===== src/rtl/tpu_pkg.sv =====
// Shared TPU constants: tile dimension and operand/accumulator widths.
// Used by the A/B feeders, tpumac and the array wrapper.
package tpu_pkg;
    localparam int DIM     = 8;
    localparam int BITS_AB = 8;
    localparam int BITS_C  = 16;
endpackage


===== src/rtl/systolic_a_feeder_if.sv =====
// Load/advance bus of the A feeder and its skewed column output.
// The master side drives loads and the advance strobe.
interface systolic_a_feeder_if
    import tpu_pkg::*;
#(
    parameter int DW = DIM,
    parameter int BW = BITS_AB
);
    logic                         WrEn;
    logic [$clog2(DW)-1:0]        Arow;
    logic [DW-1:0][BW-1:0]        Ain;
    logic                         en;
    logic [DW-1:0][BW-1:0]        Aout;

    modport master (
        output WrEn, Arow, Ain, en,
        input  Aout
    );

    modport slave (
        input  WrEn, Arow, Ain, en,
        output Aout
    );
endinterface


===== src/rtl/systolic_a_feeder_skew_fifo.sv =====
// One feeder row: parallel-load FIFO draining into a SKEW+1 deep chain.
// A load overrides the FIFO shift, but the chain still captures the old head.
module skew_fifo #(
    parameter int DEPTH = 8,
    parameter int SKEW  = 0,
    parameter int W     = 8
) (
    input  logic                    clk,
    input  logic                    rst_n,
    input  logic                    ld,
    input  logic                    en,
    input  logic [DEPTH-1:0][W-1:0] din,
    output logic [W-1:0]            dout
);
    logic [DEPTH-1:0][W-1:0] fifo;
    logic [SKEW:0][W-1:0]    skw;

    // Row storage: load wins, otherwise shift toward head with zero fill.
    always_ff @(posedge clk or negedge rst_n) begin
        if (!rst_n) begin
            fifo <= '0;
        end else if (ld) begin
            fifo <= din;
        end else if (en) begin
            fifo <= {W'(0), fifo[DEPTH-1:1]};
        end
    end

    // Skew chain: captures the pre-edge head on every enabled edge.
    always_ff @(posedge clk or negedge rst_n) begin
        if (!rst_n) begin
            skw <= '0;
        end else if (en) begin
            skw[0] <= fifo[0];
            for (int k = 1; k <= SKEW; k++) begin
                skw[k] <= skw[k-1];
            end
        end
    end

    assign dout = skw[SKEW];
endmodule


===== src/rtl/systolic_a_feeder.sv =====
// A-operand feeder: decodes the load row and fans out to DIM skewed rows.
// Row r is delayed r enabled edges relative to row 0.
module systolic_a_feeder
    import tpu_pkg::*;
(
    input  logic               clk,
    input  logic               rst_n,
    systolic_a_feeder_if.slave bus
);
    logic [DIM-1:0] ld;

    // One-hot row select for the parallel load.
    always_comb begin
        ld = '0;
        if (bus.WrEn) begin
            ld[bus.Arow] = 1'b1;
        end
    end

    for (genvar r = 0; r < DIM; r++) begin : g_row
        skew_fifo #(
            .DEPTH (DIM),
            .SKEW  (r),
            .W     (BITS_AB)
        ) u_row (
            .clk   (clk),
            .rst_n (rst_n),
            .ld    (ld[r]),
            .en    (bus.en),
            .din   (bus.Ain),
            .dout  (bus.Aout[r])
        );
    end
endmodule


===== src/flat_wrapper.sv =====
// flat-port wrapper written by rule: the top's interface ports become plain ports
module systolic_a_feeder_flat import tpu_pkg::*;
  (clk, rst_n, bus_WrEn, bus_Arow, bus_Ain, bus_en, bus_Aout);
  systolic_a_feeder_if bus_i ();
  input  logic clk;
  input  logic rst_n;
  input wire logic [$bits(bus_i.WrEn)-1:0] bus_WrEn;
  input wire logic [$bits(bus_i.Arow)-1:0] bus_Arow;
  input wire logic [$bits(bus_i.Ain)-1:0] bus_Ain;
  input wire logic [$bits(bus_i.en)-1:0] bus_en;
  output wire logic [$bits(bus_i.Aout)-1:0] bus_Aout;
  assign bus_i.WrEn = bus_WrEn;
  assign bus_i.Arow = bus_Arow;
  assign bus_i.Ain = bus_Ain;
  assign bus_i.en = bus_en;
  assign bus_Aout = bus_i.Aout;
  systolic_a_feeder u_core (.clk(clk), .rst_n(rst_n), .bus(bus_i));
endmodule

===== config.mk =====
export PLATFORM = sky130hd
export DESIGN_NAME = systolic_a_feeder_flat
export DESIGN_NICKNAME = d
export VERILOG_FILES = /design/src/rtl/tpu_pkg.sv /design/src/rtl/systolic_a_feeder_if.sv /design/src/rtl/systolic_a_feeder_skew_fifo.sv /design/src/rtl/systolic_a_feeder.sv /design/src/flat_wrapper.sv
export SDC_FILE = /design/constraint.sdc
export NUM_CORES = 1
export LEC_CHECK = 0
export BUFFER_PORTS_ARGS = -buffer_cell sky130_fd_sc_hd__buf_2
export CORE_MARGIN = 5
export CORE_UTILIZATION = 40
export CTS_BUF_LIST = sky130_fd_sc_hd__clkbuf_4 sky130_fd_sc_hd__clkbuf_8
export CTS_CLUSTER_SIZE = 24
export DETAILED_ROUTE_END_ITERATION = 7
export SYNTH_ARGS = -nofsm -noshare
export SYNTH_HDL_FRONTEND = slang
export SYNTH_SLANG_ARGS = --single-unit

===== constraint.sdc =====
create_clock -name clk -period 1.95 [get_ports clk]
set_input_delay 0.39 -clock clk [delete_from_list [all_inputs] [get_ports clk]]
set_output_delay 0.39 -clock clk [all_outputs]
set_load 0.01 [all_outputs]

==> parameters.txt <==
Parameter                              Value

Placement
  Final HPWL DP ... 56400 um
  Placement Setup Slack ... -0.105 ns
  Routability congestion estimate from global placement ... 0.768
  Cells after DPL ... 3564
  Placed Area ... 38900 sq um
  Port-buffer cells ... 134

Synth
  Dominant combinational cell family by area after synthesis ... multiplexers
  Fraction of the mapped netlist area in compound gates ... 0%
  Cells taking the most area after synthesis ... sky130_fd_sc_hd__dfrtp_1, sky130_fd_sc_hd__mux2_2, sky130_fd_sc_hd__mux2_4
  Post-synthesis cell count ... 2320
  Adder and majority gate portion of the synthesized area ... 0%
  Distinct cell type count of the synthesized netlist ... 13
  Warnings from Yosys ... 0
  Post-synthesis net count ... 2391
  Fraction of the mapped netlist area in simple logic gates ... 1.33%
  Fraction of synthesized cell area in xor and xnor cells ... 0%
  Combined area of all synthesized cells ... 35900 sq um
  Average footprint of a synthesized cell ... 15.5 sq um
  Yosys reg bits ... 800
  Area share of the leading cell type in the synthesized netlist ... 55.7%
  Sequential-to-total area share from yosys stat ... 55.7%
  Multiplexer fraction of the synthesized cell area ... 39.8%
  Largest area contributor in the netlist ... sky130_fd_sc_hd__dfrtp_1

Detailed routing
  Routed wire per std cell ... 21.2 um
  Average via count per standard cell ... 5.02
  Residual DRC ... 0
  Number of optimization iterations in the first detailed-route pass ... 4
  Routed via count ... 19500
  Routed wire length ... 82300 um
  Post-route ant nets ... 0
  Number of violations reported at the end of detailed-routing iteration 0 ... 810

Critical path
  Critical Path Source ... u_core.g_row[1].u_row.dout[2]
  Length in cells of the worst reg-to-reg path ... 2
  R2r endpoint ... u_core.g_row[3].u_row.fifo[2]
  Delay of the slowest cell on the worst path ... 0.39 ns
  Kind of cell adding the most delay to the critical path ... flip-flops
  Critical Path, Cell by Cell ... buf_2
  Crit path buf inv count ... 1
  Crit path to ... bus_Aout[10]
  Critical path endpoint category ... output port
  Worst reg2reg setup slack ... 0.78 ns
  Data arrival, critical path ... 1.32 ns
  Maximum fanout count along the critical path ... 2
  Startpoint class of the critical path ... flop
  Worst path required time ... 1.56 ns
  Critical Path Slowest Stage Cell ... sky130_fd_sc_hd__dfrtp_1
  Start of the worst register-to-register path ... u_core.g_row[3].u_row.fifo[10]
  Critical path class ... reg -> out
  Number of logic stages on the critical path including buffering ... 1

Power
  Worst supply voltage drop on vdd ... 0.613 mV
  Register share of total power ... 48.6%
  Power Total ... 48.3 mW
  Internal power summed over all cells ... 35.8 mW
  Portion of total power attributed to the clock network ... 33.6%
  Combinational power share ... 17.8%
  Switching part of the total power ... 25.8%
  Static Leakage ... 20.5 nW
  Pwr Density ... 1140 nW/um^2
  Psw ... 12.5 mW

STA
  Fin. Hold Viols ... 0
  Unrepaired setup endpoints after global routing ... no
  Maximum clock rate ... 583 MHz
  Final period demand of the worst path ... 1.71 ns
  WHS ... 0.0564 ns
  Worst-margin pin slew ... 0.682 ns
  Worst slew slack as a fraction of its limit ... 54.6%
  PnR worst setup slack ... 0.236 ns
  Final worst-path cycle share ... 87.9%
  Finish-stage setup viols ... 0
  Count of final max-slew check failures ... 0
  Clock Skews ... 0.0315 ns

Floorplanning
  Row count ... 110
  Die X-Extent ... 310 um
  Core ar. ... 89600 sq um
  Initial standard-cell utilization of the core ... 40.1%
  Total die area ... 95900 sq um
  I/O Pins ... 135
  Die Span Y ... 310 um

CTS
  Clock net sink count ... 800
  CTS-repair resized insts ... 0
  Clock-pin slew of the registers on the worst-case setup and hold paths ... 0.06 ns
  CTS Buffer Depth ... 3
  Total clock buffers created by CTS ... 142
  Clock latency on the worst-skew pair ... 0.80 ns
  Depth of the CTS H-tree ... 4
  TritonCTS clock tree ... yes
  Root Buffer Master ... sky130_fd_sc_hd__clkbuf_8

Final layout
  Final Net Count ... 2664
  Total of fill cells in the finished design ... 7644
  Cell area after layout ... 42500 sq um
  Number of non-filler instances in the completed layout ... 3881
  Commonest non-fill, non-tap cells in the layout ... sky130_fd_sc_hd__mux2_2, sky130_fd_sc_hd__dfrtp_1, sky130_fd_sc_hd__clkbuf_8
  Area added between synthesis and finish ... 18.4%
  Multi-input gate area in the final layout ... 14800 sq um
  FF/Latch Area ... 20000 sq um
  Share of layout cells above drive strength 1 ... 65.5%
  Commonest non-fill, non-tap cell in the layout ... sky130_fd_sc_hd__mux2_2

Global route
  Wire length of the first global-routing pass ... 130000 um
  Largest net degree at the start of global routing ... 82
  Congestion Overflow GR ... 0
  GRT Resource Usage Total ... 17.5%
  Vias in the first global route ... 22100
  Number of antenna violations at the first check in global routing ... 13

Status
  Result of the run ... completed

Job
  Max Cap Viol ... 0

Hold path
  Class of the most critical hold timing path ... in -> reg
-- layer usage --
layer  track usage, %  routed length, um  part of all wire, %
met3             3.65               3020                  3.7
met2             30.0              41200                   50
met1             22.4              35900                   44
met5                0                 37                0.045
met4             5.73               2150                  2.6
-- flip-flops by register name, summed over array words and instances (netlist names) --
signal and cells:
u_core.g_row.u_row.dout 64, u_core.g_row.u_row.fifo 512, u_core.g_row.u_row.skw 224
-- final cells by class --
type | instances | share of cell area [%]
multi-input combinational | 1320 | 34.8
timing repair buffer | 329 | 7.51
sequential | 800 | 47.1
clock buffer | 221 | 6.49
antenna | 11 | 0.0647
clock inverter | 24 | 0.568
tap | 1176 | 3.46
-- worst min path at each step --
| stage | startpoint | end | slack, ns | depth (start not counted) |
|---|---|---|---|---|
| after floorplan | rst_n | u_core.g_row[0].u_row.dout[0] | 0.09 | 0 |
| after global placement | rst_n | u_core.g_row[1].u_row.fifo[15] | 0.32 | 1 |
| after detailed placement | rst_n | u_core.g_row[1].u_row.fifo[15] | 0.32 | 1 |
| after CTS | bus_Ain[51] | u_core.g_row[7].u_row.fifo[51] | 0.0006 | 2 |
| after global routing | bus_Ain[43] | u_core.g_row[7].u_row.fifo[43] | 0.02 | 2 |
| final | bus_Ain[51] | u_core.g_row[0].u_row.fifo[51] | 0.06 | 2 |
-- stage by stage --
stage | utilization [%] | setup TNS [ns]
2_1_floorplan | - | 0
3_3_place_gp | 43.4 | -3.07
3_5_place_dp | 43.4 | -4.47
4_1_cts | 47.4 | 0
5_1_grt | 47.4 | 0
6_report | 47.5 | 0
-- cell usage after synthesis --
cell type,instances
sky130_fd_sc_hd__buf_1,3
sky130_fd_sc_hd__buf_2,107
sky130_fd_sc_hd__buf_4,57
sky130_fd_sc_hd__buf_6,6
sky130_fd_sc_hd__clkbuf_1,27
sky130_fd_sc_hd__dfrtp_1,800
sky130_fd_sc_hd__mux2_2,1188
sky130_fd_sc_hd__mux2_4,60
sky130_fd_sc_hd__nand4_1,1
sky130_fd_sc_hd__nand4b_1,3
sky130_fd_sc_hd__nand4bb_1,3
sky130_fd_sc_hd__nor2b_1,64
sky130_fd_sc_hd__or4b_1,1
-- timing repair --
| action | in CTS | in global routing |
|---|---|---|
| hold buffers | 61 | 0 |
| setup buffers | 0 | 0 |
| hold endpoints to repair | 838 | 0 |
-- power by group through the flow --
| stage | clock network (mW) | registers (mW) | logic (mW) |
|---|---|---|---|
| global placement | 0 | 23.8 | 8.31 |
| finish | 16.2 | 23.5 | 8.59 |
| floorplan | 0 | 22.5 | 7.04 |
| detailed placement | 0 | 23.9 | 8.62 |
| global route | 17.5 | 24.0 | 9.47 |
| CTS | 16.8 | 23.6 | 8.76 |
-- logic make-up after synthesis --
| kind of cell | after synthesis |
|---|---|
| flip-flops | 800 |
| AND/OR/NAND/NOR | 72 |
| buffers and inverters | 200 |
| multiplexers | 1248 |
No activity file was read; power rests on OpenSTA's default activity.
